File: config.mk
export PLATFORM = sky130hd
export DESIGN_NAME = mul_result_stage
export DESIGN_NICKNAME = d
export VERILOG_FILES = /design/src/rtl/mul_result_stage.sv
export SDC_FILE = /design/constraint.sdc
export NUM_CORES = 1
export LEC_CHECK = 0
export ABC_CLOCK_PERIOD_IN_PS = 10300
export CAP_MARGIN = 20
export CORE_UTILIZATION = 42
export DETAILED_ROUTE_END_ITERATION = 6
export PLACE_DENSITY = 0.77
export SYNTH_ARGS = -nofsm -noshare
export SYNTH_HDL_FRONTEND = slang
export SYNTH_SLANG_ARGS = --single-unit
File: constraint.sdc
create_clock -name clk -period 10.3 [get_ports clk]
set_clock_uncertainty 0.05 [all_clocks]
set_input_delay 2.06 -clock clk [delete_from_list [all_inputs] [get_ports clk]]
set_output_delay 2.06 -clock clk [all_outputs]
set_load 0.03 [all_outputs]
File: src/rtl/mul_result_stage.sv
// mul_result_stage: formats the 128-bit signed multiplier product into a
// 64-bit writeback value and buffers it in a 2-entry valid/ready FIFO.
//
// Ports:
//   clk, reset            rising-edge clock, asynchronous active-high reset
//   in_valid/in_ready     upstream handshake (push when both high)
//   in_product            128-bit signed product
//   in_op                 00 MUL, 01 MULH, 10 MULW, 11 MULSAT
//   in_rd                 destination tag, passed through
//   out_valid/out_ready   downstream handshake (pop when both high)
//   out_result            formatted 64-bit result of the head entry
//   out_rd                tag of the head entry
//   out_ovf               product does not fit in signed 64 bits
//   out_zero              out_result == 0
// All outputs are registered; out_* read zero while out_valid is low.
module mul_result_stage #(
    parameter int unsigned TAG_W = 5
) (
    input  logic             clk,
    input  logic             reset,
    input  logic             in_valid,
    output logic             in_ready,
    input  logic [127:0]     in_product,
    input  logic [1:0]       in_op,
    input  logic [TAG_W-1:0] in_rd,
    output logic             out_valid,
    input  logic             out_ready,
    output logic [63:0]      out_result,
    output logic [TAG_W-1:0] out_rd,
    output logic             out_ovf,
    output logic             out_zero
);

    localparam int unsigned DATA_W = 64;
    localparam int unsigned CNT_W  = 2;
    localparam logic [DATA_W-1:0] SAT_POS = {1'b0, {(DATA_W-1){1'b1}}};
    localparam logic [DATA_W-1:0] SAT_NEG = {1'b1, {(DATA_W-1){1'b0}}};

    // Storage and pointers
    logic [1:0][DATA_W-1:0] mem_result, mem_result_n;
    logic [1:0][TAG_W-1:0]  mem_rd, mem_rd_n;
    logic [1:0]             mem_ovf, mem_ovf_n;
    logic [1:0]             mem_zero, mem_zero_n;
    logic                   wptr, wptr_n;
    logic                   rptr, rptr_n;
    logic [CNT_W-1:0]       count, count_n;

    // Formatting of the incoming product
    logic              fmt_ovf;
    logic [DATA_W-1:0] fmt_result;
    logic              fmt_zero;

    logic push, pop;

    // Next-head output values
    logic [DATA_W-1:0] head_result_n;
    logic [TAG_W-1:0]  head_rd_n;
    logic              head_ovf_n;
    logic              head_zero_n;

    assign push = in_valid & in_ready;
    assign pop  = out_valid & out_ready;

    // Format the product at push time; ovf holds for every op
    always_comb begin
        fmt_ovf    = ~((&in_product[127:63]) | ~(|in_product[127:63]));
        fmt_result = in_product[63:0];
        unique case (in_op)
            2'b00: fmt_result = in_product[63:0];
            2'b01: fmt_result = in_product[127:64];
            2'b10: fmt_result = {{32{in_product[31]}}, in_product[31:0]};
            2'b11: begin
                if (!fmt_ovf) begin
                    fmt_result = in_product[63:0];
                end else if (in_product[127]) begin
                    fmt_result = SAT_NEG;
                end else begin
                    fmt_result = SAT_POS;
                end
            end
            default: fmt_result = in_product[63:0];
        endcase
        fmt_zero = (fmt_result == '0);
    end

    // FIFO next state and the head entry that will be visible after the edge
    always_comb begin
        mem_result_n = mem_result;
        mem_rd_n     = mem_rd;
        mem_ovf_n    = mem_ovf;
        mem_zero_n   = mem_zero;
        wptr_n       = wptr;
        rptr_n       = rptr;
        count_n      = count + CNT_W'(push) - CNT_W'(pop);

        if (push) begin
            mem_result_n[wptr] = fmt_result;
            mem_rd_n[wptr]     = in_rd;
            mem_ovf_n[wptr]    = fmt_ovf;
            mem_zero_n[wptr]   = fmt_zero;
            wptr_n             = ~wptr;
        end
        if (pop) begin
            rptr_n = ~rptr;
        end

        head_result_n = '0;
        head_rd_n     = '0;
        head_ovf_n    = 1'b0;
        head_zero_n   = 1'b0;
        if (count_n != '0) begin
            head_result_n = mem_result_n[rptr_n];
            head_rd_n     = mem_rd_n[rptr_n];
            head_ovf_n    = mem_ovf_n[rptr_n];
            head_zero_n   = mem_zero_n[rptr_n];
        end
    end

    // State and registered outputs
    always_ff @(posedge clk or posedge reset) begin
        if (reset) begin
            mem_result <= '0;
            mem_rd     <= '0;
            mem_ovf    <= '0;
            mem_zero   <= '0;
            wptr       <= 1'b0;
            rptr       <= 1'b0;
            count      <= '0;
            in_ready   <= 1'b0;
            out_valid  <= 1'b0;
            out_result <= '0;
            out_rd     <= '0;
            out_ovf    <= 1'b0;
            out_zero   <= 1'b0;
        end else begin
            mem_result <= mem_result_n;
            mem_rd     <= mem_rd_n;
            mem_ovf    <= mem_ovf_n;
            mem_zero   <= mem_zero_n;
            wptr       <= wptr_n;
            rptr       <= rptr_n;
            count      <= count_n;
            in_ready   <= (count_n != CNT_W'(2));
            out_valid  <= (count_n != '0);
            out_result <= head_result_n;
            out_rd     <= head_rd_n;
            out_ovf    <= head_ovf_n;
            out_zero   <= head_zero_n;
        end
    end

endmodule
# Word-level counts from Yosys, hierarchy flattened
# Index checks and enable logic that the tools add are counted.
# word_totals
register_bits,219
latchBits,0
ram_bits,0
romBits,0
input_bits,139
n_memories,0
# op_classes
add_sub_neg,2
mul,0
div_mod_pow,0
order_cmp,3
n_eq_ne,4
n_shift,0
muxes,30
n_bitwise,7
n_reduce_logical,6
# ops
cell,count
$mux W64,6
$pmux W64 S4,1
$bwmux W128,1
$mux W128,1
$reduce_and A65 Y1,1
$reduce_or A65 Y1,1
$demux W64 S1,1
$logic_not A64 Y1,1
$mux W5,4
$bwmux W10,1
$mux W10,1
$mux W1,8
$demux W5 S1,1
$bwmux W2,2
$eq A2 B2 Y1 const B,2
$lt A1 B2 Y1 const B,2
$mux W2,2
$not A1 Y1,4
$add A2 B1 Y2,1
$and A1 B1 Y1,2
$eq A2 B1 Y1 const B,1
$logic_not A2 Y1,1
$ne A2 B2 Y1 const B,1
$reduce_bool A2 Y1,1
5 further kinds,5

# Depth between registers and ports, before layout
# depth
ltp_word,11
mapped_depth,13
mapped_depth_nobuf,11

# Worst setup path after synthesis
# Ideal clock, no wire load.
# synth_timing
path_type,input-to-reg
startpoint,input port in_product[127]
endpoint,register mem_zero[0]
t_arrival_ns,4.295
setup_slack_ns,5.879
stages,12
path_cell_list,buf_2 -> nand4_1 -> nor3_1 -> nand4_1 -> or4_4 -> buf_6 -> a211oi_2 -> o22ai_1 -> nor4_1 -> a31o_2 -> nand3_1 -> o21ai_1
# synth_via
elab_chain_cells,8
word_cells_on_any_way,10
classes_between,mux: 5; bitwise: 2; reduce/logical: 3
# synth_lines
element,line,text
start: declaration,23,"input logic [127:0] in_product,"
$reduce_or A65 Y1,66,fmt_ovf = ~((&in_product[127:63]) | ~(|in_product[127:63]));
$not A1 Y1,66,
$or A1 B1 Y1,66,
$mux W64,73,if (!fmt_ovf) begin
$pmux W64 S4 *,68,unique case (in_op)
$logic_not A64 Y1 *,83,fmt_zero = (fmt_result == '0);
$bwmux W2 *,100,mem_zero_n[wptr] = fmt_zero;
$mux W2 *,96,if (push) begin
named net mem_zero_n[0],43,"logic [1:0] mem_zero, mem_zero_n;"
end signal: assignment,139,mem_zero <= mem_zero_n;
end: declaration,43,
# Mark *: on every way through the listed nets, which the timed path passes. The rest lies on a longest branch.
# A chain may end at the register's enable or synchronous reset.

# Worst setup path in the final report
# layout_timing
startpoint,input port in_product[76]
endpoint,register out_zero
# layout_via
elab_chain_cells,11
word_cells_on_any_way,12
classes_between,mux: 7; bitwise: 2; reduce/logical: 3
# layout_lines
element,line,text
$reduce_or A65 Y1,66,
$not A1 Y1,66,
$or A1 B1 Y1,66,
$mux W64,73,
$pmux W64 S4 *,68,
$logic_not A64 Y1 *,83,
$bwmux W2 *,100,
$mux W2 *,96,
$mux W1 (not written as such) * (2 in series),115,head_zero_n = mem_zero_n[rptr_n];
$mux W1 *,111,if (count_n != '0) begin
named net head_zero_n,59,logic head_zero_n;
end signal: assignment,148,out_zero <= head_zero_n;
end: declaration,31,output logic out_zero
# Mark *: on every way through the listed nets, which the timed path passes. The rest lies on a longest branch. The select of a mux whose other input is x is not followed.

==> summary.txt <==
Status
  – Status: completed

Setup path
  – Critical R2R Launch: out_valid
  – Worst setup endpoint: out_zero
  – Crit path max fanout: 22
  – Worst r2r dst: out_zero
  – Critical path class: primary input to flip-flop
  – Reg2reg setup slack: 7.01 ns
  – Worst Setup SP: in_product[76]
  – Reg2reg path depth: 12
  – CP Data Arrival Time: 6.27 ns
  – Required time worst endpoint: 10.68 ns
  – Element type at the critical path start: primary input
  – Worst setup EP type: flip-flop

Route
  – Final wirelength: 39.3 mm
  – Residual DRC: 0
  – Routed vias: 10600
  – Routed Antenna Nets: 0
  – Routed vias/inst: 6.03
  – Iter 0 DRT Violations: 1344
  – DRT Pass-1 Iters: 6
  – Avg WL per Cell: 22.5 um

STA
  – Setup violations, final: 0
  – Final-report hold violation count: 0
  – Worst Setup Slack, final: 4.41 ns
  – Fin crit share: 0.572
  – Min Clock Period, post-route: 5.89 ns
  – Unrepaired setup endpoints after global routing: false
  – Max-slew violations: 0
  – Worst slew pin tran: 1.07 ns
  – Setup tns final: 0 ns
  – Achievable Freq: 170 MHz
  – Slew Limit Headroom: 0.285

Logic synthesis
  – Number of synthesized flops with an enable pin: 0
  – Synth area leaders: dfrtp_1, nand2_1, o21ai_0
  – Yosys top cell by area: dfrtp_1
  – Syn Nets: 1385
  – Synth top area share: 0.509
  – Register area share after synthesis: 0.509
  – Mean area per synthesized cell: 8.66 um2
  – Netlist cell types: 75
  – Synthesized area: 10800 um2
  – Synth warn: 0
  – Most used DFF post-synth: dfrtp_1
  – Synth Instances: 1244
  – Ys async rst share: 1.00
  – #FFs+latches synth: 219

Floorplan
  – Die W: 162 um
  – Standard cell core area: 25200 um2
  – Starting Density: 0.428
  – Io pins: 212
  – Die area: 26300 um2
  – Die H: 162 um
  – Row count: 58

Final layout
  – Share of layout cells above drive strength 1: 0.0655
  – Area of the multi-input gates: 4920 um2
  – Most common cell after layout, fill and taps aside: nand2_1
  – Layout area overhead: 29.0%
  – Fin nets: 1546
  – Fillers: 2270
  – Reg area: 5480 um2
  – Commonest non-fill, non-tap cells in the layout: nand2_1, dfrtp_1, clkdlybuf4s50_1
  – Fin cells: 1751

Placement
  – DP Worst Slack: 4.26 ns
  – GPL Wtd Cong: 1.00
  – Buffers added on ports: 211
  – Hpwl dp: 27.9 mm
  – Placed Cells: 1709

Power
  – Pwr/cell area: 300 nW/um2
  – Pleak: 5.99 nW
  – VDD IR-drop max: 0.000183 V

Global route
  – Initial antenna violation count: 3
  – Vias in the first global route: 10200
  – GRT Total Usage: 0.302
  – Total congestion overflow: 0
  – Largest net degree at the start of global routing: 146
  – First-pass GRT wire length: 60.3 mm

Clock tree
  – Clock sink count: 219
  – Cts-stage hold buffer count: 0
  – TritonCTS clock tree: done
  – # resized after CTS: 0
  – Htree depth: 1
  – Worst skew pair latency: 0.52 ns
  – CTS Root Cell: clkbuf_16
  – Clock Tree Buf Depth: 3
  – Post-CTS Setup Inserts: 0
  – Reg clk slew, reported paths: 0.07 ns
  – CTS buffer count: 23

Job
  – Max Cap Viol: 0

Min path
  – Worst hold-check path type: flip-flop to flip-flop
-- flip-flops by register name (all words and copies together), names as in the netlist --
signal,cells
out_valid,1
mem_rd,10
out_zero,1
out_rd,5
mem_zero,2
wptr,1
rptr,1
out_result,64
out_ovf,1
count,2
mem_ovf,2
mem_result,128
in_ready,1
-- how the worst min path moves through the flow --
| stage | from | to | slack, ns | depth (start not counted) |
|---|---|---|---|---|
| final | mem_rd[8] | mem_rd[8] | 0.43 | 2 |
| after global placement | mem_rd[1] | mem_rd[1] | 0.40 | 2 |
| after detailed placement | mem_rd[8] | mem_rd[8] | 0.41 | 2 |
| after global routing | mem_result[64] | mem_result[64] | 0.44 | 2 |
| after CTS | mem_rd[8] | mem_rd[8] | 0.43 | 2 |
| after floorplan | mem_result[11] | mem_result[11] | 0.39 | 2 |
-- layer usage --
metal / part of all wire / GRT usage
met1: 0.40 / 0.397
met5: 0.00066 / 0
met3: 0.11 / 0.0761
met2: 0.45 / 0.470
met4: 0.044 / 0.132
-- power breakdown --
part	switching (W)	internal (W)
clock	0.000361	0.000503
sequential	0.000123	0.00128
combinational	0.00126	0.000644
total	0.00174	0.00243
-- critical path: stages --
cell and delay [ns]:
clkdlybuf4s50_1 0.67, nand4_1 0.26, nor4_1 0.35, nand4_1 0.25, or4_4 0.67, nand2_4 0.25, a21oi_1 0.30, o21ba_2 0.34
nor4_1 0.66, nand4_1 0.27, o21ai_1 0.19
-- cells by family (layout without fill, tap and decap cells) --
group                      count (synthesis)  count (layout)  share of synthesized area
AOI/OAI and AO/OA                        376             376                      0.217
xor gates and xnor gates                   3               3                    0.00244
adders and majority gates                  2               2                    0.00232
buffers and inverters                    105             281                     0.0390
DFF                                      219             219                      0.509
muxes                                     21              21                     0.0207
other                                      0               1                          0
and+or+nand+nor                          518             518                      0.210
-- metrics by stage --
stage           util  power (W)  hold WS (ns)  area (um2)
3_3_place_gp   0.519    0.00325         0.403       13100
3_5_place_dp   0.519    0.00330         0.409       13100
5_1_grt        0.552    0.00443         0.443       13900
2_1_floorplan      -    0.00260         0.391       10800
4_1_cts        0.550    0.00418         0.426       13900
6_report       0.552    0.00417         0.425       13900
-- Yosys cell counts, drive strengths merged (3+ instances only) --
| library cell | count |
|---|---|
| clkbuf | 75 |
| a311o | 4 |
| buf | 14 |
| nand2 | 258 |
| nor2 | 121 |
| and4 | 3 |
| and2 | 5 |
| nand3 | 14 |
| o221ai | 5 |
| mux2i | 11 |
| nor3 | 50 |
| o22ai | 28 |
| mux2 | 10 |
| a21oi | 46 |
| and3 | 7 |
| a211oi | 12 |
| nor4 | 20 |
| dfrtp | 219 |
| inv | 15 |
| o21ai | 181 |
| o32ai | 3 |
| a221oi | 3 |
| o211ai | 16 |
| o41ai | 4 |
| a31oi | 11 |
| or2 | 4 |
| o31ai | 10 |
| or4 | 4 |
| or3 | 4 |
| a21o | 22 |
| a22oi | 6 |
| nand4 | 24 |
-- area by class of cell --
| class | count | area share |
|---|---|---|
| Multi-Input combinational cell | 920 | 0.354 |
| Sequential cell | 219 | 0.394 |
| Timing Repair Buffer | 225 | 0.160 |
| Antenna cell | 1 | 0.000180 |
| Tap cell | 330 | 0.0297 |
| Inverter | 16 | 0.00486 |
| Clock buffer | 29 | 0.0467 |
| Clock inverter | 11 | 0.00991 |
Power figures use the tool's default switching activity.
